## src/rtl/sync_debounce_pkg.sv

```systemverilog
// Shared types and elaboration helpers for the debounced-input conditioner.
package sync_debounce_pkg;

   typedef enum logic [1:0] {
      STABLE_LO = 2'd0,
      WAIT_HI   = 2'd1,
      STABLE_HI = 2'd2,
      WAIT_LO   = 2'd3
   } deb_state_e;

   // Width able to hold DEBOUNCE_CYCLES-1, never narrower than one bit.
   function automatic int deb_cnt_w(input int cycles);
      return (cycles <= 2) ? 1 : $clog2(cycles);
   endfunction

   function automatic bit deb_params_ok(input int sync_stages,
                                        input int debounce_cycles,
                                        input int glitch_w);
      return (sync_stages >= 2) && (sync_stages <= 4) &&
             (debounce_cycles >= 2) && (glitch_w >= 1);
   endfunction

endpackage

```

## src/rtl/sync_chain.sv

```systemverilog
// Multi-flop synchroniser for a single asynchronous bit; reusable for any async input.
module sync_chain #(
   parameter int   STAGES    = 2,
   parameter logic RESET_VAL = 1'b0
) (
   input  logic clk_i,
   input  logic rst_ni,
   input  logic d_i,
   output logic q_o
);

   logic [STAGES-1:0] sync_q;

   always_ff @(posedge clk_i or negedge rst_ni) begin
      if (!rst_ni) begin
         sync_q <= {STAGES{RESET_VAL}};
      end else begin
         sync_q <= {sync_q[STAGES-2:0], d_i};
      end
   end

   assign q_o = sync_q[STAGES-1];

endmodule

```

## src/rtl/sync_debounce.sv

```systemverilog
// Synchronises and debounces one bouncy input; emits level, edge pulses and a glitch count.
module sync_debounce
   import sync_debounce_pkg::*;
#(
   parameter int   SYNC_STAGES     = 2,
   parameter int   DEBOUNCE_CYCLES = 16,
   parameter logic RESET_LEVEL     = 1'b0,
   parameter int   GLITCH_W        = 8
) (
   input  logic                clk_i,
   input  logic                rst_ni,
   input  logic                raw_i,
   input  logic                glitch_clr_i,
   output logic                level_o,
   output logic                rise_o,
   output logic                fall_o,
   output logic                busy_o,
   output logic [GLITCH_W-1:0] glitch_cnt_o
);

   localparam int               CNT_W       = deb_cnt_w(DEBOUNCE_CYCLES);
   localparam logic [CNT_W-1:0] CNT_ONE     = CNT_W'(1);
   localparam logic [CNT_W-1:0] CNT_LAST    = CNT_W'(DEBOUNCE_CYCLES - 1);
   localparam deb_state_e       RESET_STATE = RESET_LEVEL ? STABLE_HI : STABLE_LO;

   if (!deb_params_ok(SYNC_STAGES, DEBOUNCE_CYCLES, GLITCH_W)) begin : g_param_check
      $error("sync_debounce: illegal SYNC_STAGES/DEBOUNCE_CYCLES/GLITCH_W");
   end

   function automatic logic [GLITCH_W-1:0] sat_inc(input logic [GLITCH_W-1:0] v);
      return (v == {GLITCH_W{1'b1}}) ? v : v + 1'b1;
   endfunction

   logic       s_sync;
   deb_state_e state_q;
   logic [CNT_W-1:0] cnt_q;
   logic       glitch;

   sync_chain #(
      .STAGES    (SYNC_STAGES),
      .RESET_VAL (RESET_LEVEL)
   ) u_sync (
      .clk_i  (clk_i),
      .rst_ni (rst_ni),
      .d_i    (raw_i),
      .q_o    (s_sync)
   );

   // A reversal while qualifying is a rejected transition.
   assign glitch = ((state_q == WAIT_HI) && !s_sync) || ((state_q == WAIT_LO) && s_sync);

   always_ff @(posedge clk_i or negedge rst_ni) begin
      if (!rst_ni) begin
         state_q <= RESET_STATE;
         cnt_q   <= '0;
         level_o <= RESET_LEVEL;
         rise_o  <= 1'b0;
         fall_o  <= 1'b0;
         busy_o  <= 1'b0;
      end else begin
         rise_o <= 1'b0;
         fall_o <= 1'b0;
         case (state_q)
            STABLE_LO: begin
               if (s_sync) begin
                  state_q <= WAIT_HI;
                  cnt_q   <= CNT_ONE;
                  busy_o  <= 1'b1;
               end else begin
                  cnt_q  <= '0;
                  busy_o <= 1'b0;
               end
            end
            WAIT_HI: begin
               if (!s_sync) begin
                  state_q <= STABLE_LO;
                  cnt_q   <= '0;
                  busy_o  <= 1'b0;
               end else if (cnt_q == CNT_LAST) begin
                  state_q <= STABLE_HI;
                  cnt_q   <= '0;
                  level_o <= 1'b1;
                  rise_o  <= 1'b1;
                  busy_o  <= 1'b0;
               end else begin
                  cnt_q <= cnt_q + CNT_ONE;
               end
            end
            STABLE_HI: begin
               if (!s_sync) begin
                  state_q <= WAIT_LO;
                  cnt_q   <= CNT_ONE;
                  busy_o  <= 1'b1;
               end else begin
                  cnt_q  <= '0;
                  busy_o <= 1'b0;
               end
            end
            WAIT_LO: begin
               if (s_sync) begin
                  state_q <= STABLE_HI;
                  cnt_q   <= '0;
                  busy_o  <= 1'b0;
               end else if (cnt_q == CNT_LAST) begin
                  state_q <= STABLE_LO;
                  cnt_q   <= '0;
                  level_o <= 1'b0;
                  fall_o  <= 1'b1;
                  busy_o  <= 1'b0;
               end else begin
                  cnt_q <= cnt_q + CNT_ONE;
               end
            end
         endcase
      end
   end

   // Clear wins over a same-cycle glitch so software sees a clean zero.
   always_ff @(posedge clk_i or negedge rst_ni) begin
      if (!rst_ni) begin
         glitch_cnt_o <= '0;
      end else if (glitch_clr_i) begin
         glitch_cnt_o <= '0;
      end else if (glitch) begin
         glitch_cnt_o <= sat_inc(glitch_cnt_o);
      end
   end

endmodule

```

## config.mk

```make
export PLATFORM = sky130hd
export DESIGN_NAME = sync_debounce
export DESIGN_NICKNAME = d
export VERILOG_FILES = /design/src/rtl/sync_debounce_pkg.sv /design/src/rtl/sync_chain.sv /design/src/rtl/sync_debounce.sv
export SDC_FILE = /design/constraint.sdc
export NUM_CORES = 1
export LEC_CHECK = 0
export CAP_MARGIN = 0
export CORE_ASPECT_RATIO = 1.75
export CORE_MARGIN = 5
export CORE_UTILIZATION = 40
export CTS_CLUSTER_DIAMETER = 30
export DETAILED_ROUTE_END_ITERATION = 12
export SYNTH_ARGS = -nofsm -noshare
export SYNTH_HDL_FRONTEND = slang
export SYNTH_SLANG_ARGS = --single-unit
```

## constraint.sdc

```tcl
create_clock -name clk_i -period 1.6 [get_ports clk_i]
set_input_delay 0.32 -clock clk_i [delete_from_list [all_inputs] [get_ports clk_i]]
set_output_delay 0.32 -clock clk_i [all_outputs]
set_load 0.005 [all_outputs]
```

# After elaboration in Yosys (flattened, before gate mapping)
# Cells that the tools add are included.
# totals
latchBits	0
ram_bits	0
memories	0
mem_bits_ro	0
register_bits	20
wordCells	66
# classes
div_mod_pow	0
n_eq_ne	14
bitwise_logic	0
n_reduce_logical	10
muxes	32
addsub	2
shifts	0
mul	0
magnitude_cmp	0
# ops
op	n
8-bit 2-to-1 mux	3
1-bit 2-to-1 mux	16
4-bit one-hot mux with 4 select lines	1
2-bit 2-to-1 mux	6
4-bit 2-to-1 mux	3
8-bit by 1-bit adder with 8-bit output (second input constant)	1
8-bit == test (second input constant)	1
2-bit by 1-bit inequality test with 1-bit output (second input constant)	4
2-bit one-hot mux with 4 select lines	1
2-bit inequality test (second input constant)	3
5-bit AND reduction	1
4-bit by 1-bit adder with 4-bit output (second input constant)	1
2-bit == test (second input constant)	2
4-bit == test (second input constant)	1
1-bit one-hot mux with 4 select lines	1
4-bit AND reduction	1
2-bit nonzero test	2
3-bit by 1-bit inequality test with 1-bit output (second input constant)	1
3-bit inequality test (second input constant)	1
2-bit by 1-bit == test with 1-bit output (second input constant)	1
1-bit logical AND	2
2-bit logical NOT	1
1-bit one-hot mux with 2 select lines	1
2-bit AND reduction	1
2 further kinds	2

# Depth between registers and ports, before layout
# logic_depth
word_depth	5
mapped_depth	5
depth_no_buf	5

# Hierarchy
# Synthesis repeated with hierarchy kept, for this count alone.
# unflattened
hier_cells	81
hier_area_um2	905.9
# by_module_without_submodules
mod	n_inst	area_per_inst_um2	cells_each	seq_area_each_um2
sync_debounce	1	855.8	79	450.4
sync_chain	1	50.0	2	50.0

# Least setup slack after synthesis
# OpenSTA, ideal clock, no wires.
# synth_path
path_kind	register to register
startpoint	register u_sync.sync_q[1]
endpoint	register glitch_cnt_o[5]
stages_incl_launch_ff	5
slack_ps	179
synth_period_minus_slack_ps	1421
path_buffers	0
t_required_ps	1522
arrival_ps	1342
cell_sequence	dfrtp_1 -> xnor2_4 -> o211ai_4 -> or3_1 -> a21oi_1
# synth_via
elab_chain_cells	5
elab_cells_between_ends	6
# synth_lines
element	line_no	text
start, declared	sync_chain.sv:12	logic [STAGES-1:0] sync_q;
start signal, assigned	sync_chain.sv:16	sync_q <= {STAGES{RESET_VAL}};
start signal, assigned	sync_chain.sv:18	sync_q <= {sync_q[STAGES-2:0], d_i};
1-bit logical NOT	--	
1-bit logical AND	sync_debounce.sv:50	assign glitch = ((state_q == WAIT_HI) && !s_sync) || ((state_q == WAIT_LO) && s_sync);
1-bit logical OR (*)	sync_debounce.sv:50	
2-bit nonzero test (no line) (*)	--	
2-bit AND reduction (no line) (*)	--	
end signal, assigned	sync_debounce.sv:125	glitch_cnt_o <= sat_inc(glitch_cnt_o);
end, declared	sync_debounce.sv:18	output logic [GLITCH_W-1:0] glitch_cnt_o
# Mark *: on every way between the ends. The rest lies on a longest branch, timed or not.
# A chain may end at the register's enable or synchronous reset.

# Worst setup path in the final report
# layout_path
startpoint	register glitch_cnt_o[2]
endpoint	output port glitch_cnt_o[2]
# No word-level cell between the ends.

==> out/metrics.yaml <==
status:
  status: "complete, no violations"
critical_path:
  r2r-end: "glitch_cnt_o[4]$_DFFE_PN0P_"
  cp_data_required_time_ns: 1.28
  worstRegToRegCells: 5
  r2r_setup_slack_ns: 0.07
  path_delay_family: "buffers and inverters"
  crit_chain: "clkdlybuf4s50_1"
  worstSetupStartpointType: "flip-flop"
  critPathMaxFanout: 5
  cp_slowest_cell: "clkdlybuf4s50_1"
  cp.arrival_ns: 1.23
  crit_buf_inv: 1
  critical_path_class: "flip-flop to output port"
  endpoint_kind: "output port"
  reg2reg_from: "glitch_cnt_o[0]$_DFFE_PN0P_"
  slowest_delay_ns: 0.53
grt:
  grt_use_met1_pct: 17.0
  gr-usage-met2_pct: 23.2
  grt_pass1_wl_um: 3510
  antenna_found_initial: 0
  grt_pass1_vias: 759
  track_usage_pct: 14.1
  busiest_layer: "met2"
  met3_usage_pct: 3.19
  grt-ovfl-total: 0
  grt_max_degree: 21
cts:
  holdBufCountCts: 0
  clk_pin_slew_worst_paths_ns: 0.07
  tritoncts: "done"
  htreeDepth: 1
  numCtsBuffers: 3
  cts.sinks: 20
  root_buffer: "clkbuf_8"
  clock_path_buffers: 2
  clk-insertion-delay-late_ns: 0.26
synthesis:
  avgSynthCellArea_um2: 10.7
  yosysSeqAreaShare_pct: 53.6
  netlist_area_um2: 933
  synth_edf_count: 0
  synth-seq-cells: 20
  synth_area_leaders: "dfrtp_1 54%, nor2_1 4.8%, a21oi_1 3.2%"
  yosysWarnings: 0
  ys_top_cells_by_count: "20 x dfrtp_1, 12 x nor2_1, 6 x a21oi_1, 5 x nand2_1, 5 x nand3_1"
  synth-main-ff-cell: "dfrtp_1"
  syn_inst: 87
  synth_most_common_cell: "dfrtp_1"
  netlist.area_leader.share_pct: 53.6
  async_flop_share_pct: 100
  yosys.area.top_type: "dfrtp_1"
  synth_fp_nets: 93
  ys_types: 30
floorplanning:
  start_util_pct: 41.1
  die_h_um: 73.9
  die_w_um: 46.5
  io_pins: 16
  rows: 23
  die-area_um2: 3440
  coreArea_um2: 2270
timing:
  final_max_slew_viol_count: 0
  fin_crit_sh_pct: 96.8
  setup_violations: 0
  skew_ns: 0.00211
  hold_ws_ns: 0.368
  fmax_mhz: 646
  tightest_slew_ns: 0.359
  relSlewSlack_pct: 76.1
  rsz0062_at_grt: "true"
  post-route-min-period_ns: 1.55
  hold_viol_final: 0
route:
  vias_per_cell: 5.27
  vias: 706
  drt_first_pass_iters: 4
  wire_per_inst_um: 14.6
  drc: 0
  drt_iter0_markers: 21
  postRouteWirelength_um: 1950
  postRouteAntennaNets: 0
power:
  power_density_nw_per_um2: 813
  p_leak_nw: 0.540
  ir_drop_v: 0.000491
  fin_total_pwr_w: 0.000980
min_path:
  hold_path_class: "flip-flop to flip-flop"
  hold_start: "u_sync.sync_q[0]$_DFF_PN0_"
  whs_endpoint: "u_sync.sync_q[1]$_DFF_PN0_"
  hold_path_depth: 0
final_layout:
  area_growth_pct: 29.2
  drive_above_1_share_pct: 14.7
  fillCellCount: 212
  nets: 116
  diodes: 0
flow_run:
  maxCapViolCount: 0
placed_design:
  dp_hpwl_um: 1420
  port_buffers: 15
  place_congestion: 0.800
-- flip-flops by register name (all words and copies together) (netlist names), named ones only --
register / flops
cnt_q: 4
level_o: 1
glitch_cnt_o: 8
rise_o: 1
busy_o: 1
u_sync.sync_q: 2
fall_o: 1
state_q: 1
-- layout make-up --
cell class / instances / area [um2] / share of cell area, %
clock buffer: 4 / 55.1 / 4.56
inverter: 2 / 7.51 / 0.622
multi-input combinational: 63 / 420 / 34.9
sequential: 20 / 504 / 41.8
tap: 25 / 31.3 / 2.59
timing repair buffer: 20 / 188 / 15.6
-- worst max-delay path by stage --
stage | endpoint | slack (ns) | cells after the start | startpoint
after floorplan | glitch_cnt_o[5]$_DFFE_PN0P_ | 0.18 | 4 | u_sync.sync_q[1]$_DFF_PN0_
after global placement | glitch_cnt_o[3]$_DFFE_PN0P_ | 0.08 | 4 | u_sync.sync_q[1]$_DFF_PN0_
after detailed placement | glitch_cnt_o[3]$_DFFE_PN0P_ | 0.08 | 4 | u_sync.sync_q[1]$_DFF_PN0_
after CTS | glitch_cnt_o[7] | 0.02 | 1 | glitch_cnt_o[7]$_DFFE_PN0P_
after global routing | glitch_cnt_o[5]$_DFFE_PN0P_ | -0.007 | 5 | glitch_cnt_o[0]$_DFFE_PN0P_
final | glitch_cnt_o[2] | 0.05 | 1 | glitch_cnt_o[2]$_DFFE_PN0P_
-- stage by stage --
step | instance area (um2) | utilization, % | TNS [ns] | instances | worst slack (ns)
after floorplan | 933 | - | 0 | 87 | 0.179
after global routing | 1210 | 53.1 | -0.00662 | 134 | -0.00662
after detailed placement | 1140 | 50.0 | 0 | 129 | 0.0833
final | 1210 | 53.1 | 0 | 134 | 0.0518
after CTS | 1200 | 52.7 | 0 | 134 | 0.0190
after global placement | 1140 | 50.0 | 0 | 129 | 0.0762
-- placed cells by master (no fill, tap or decap) --
| master | count |
|---|---|
| a21o_1 | 1 |
| a21oi_1 | 5 |
| a21oi_2 | 1 |
| a311oi_1 | 1 |
| a31oi_1 | 2 |
| and2_1 | 3 |
| and3_1 | 1 |
| and4_1 | 2 |
| buf_4 | 5 |
| clkbuf_8 | 4 |
| clkdlybuf4s50_1 | 15 |
| dfrtp_1 | 17 |
| dfrtp_2 | 3 |
| ha_1 | 2 |
| inv_1 | 2 |
| mux2_1 | 1 |
| mux2i_1 | 2 |
| nand2_1 | 5 |
| nand2b_1 | 2 |
| nand3_1 | 5 |
| nand3_2 | 1 |
| nand4_1 | 3 |
| nor2_1 | 12 |
| nor2b_1 | 3 |
| nor3_1 | 1 |
| o211ai_4 | 1 |
| o21ai_0 | 2 |
| o31ai_1 | 1 |
| o41ai_1 | 1 |
| or3_1 | 2 |
| xnor2_1 | 1 |
| xnor2_4 | 1 |
| xor2_1 | 1 |
-- layer usage --
metal  vias to the layer above  part of all wire (%)
met3                         2                   3.4
met5                         -                     0
met2                        15                    54
met4                         0                  0.72
li1                        353                     -
met1                       336                    42
-- cells by family (layout without fill, tap and decap cells) --
| group | Yosys count | in the layout | synth area share, % |
|---|---|---|---|
| compound gates | 15 | 15 | 11.4 |
| flops | 20 | 20 | 53.6 |
| fa+ha+maj | 2 | 2 | 2.68 |
| mux | 3 | 3 | 3.35 |
| xor+xnor | 3 | 3 | 4.83 |
| buf+inv | 4 | 26 | 1.74 |
| simple gates | 40 | 40 | 22.4 |
-- report_power, final --
group / leakage, nW / total (W) / switching [W] / internal [W]
Clock: 0.0288 / 0.000381 / 0.000162 / 0.000219
Sequential: 0.263 / 0.000533 / 0.0000154 / 0.000517
Combinational: 0.248 / 0.0000667 / 0.0000324 / 0.0000343
-- what timing repair did --
| action | CTS | global route |
|---|---|---|
| hold endpoints to repair | 0 | 0 |
| setup endpoints to repair | 1 | 5 |
| pin swaps | 0 | 0 |
| resized for setup | 0 | 4 |
| buffers inserted | 1 | 0 |
(Power assumes the default switching activity.)
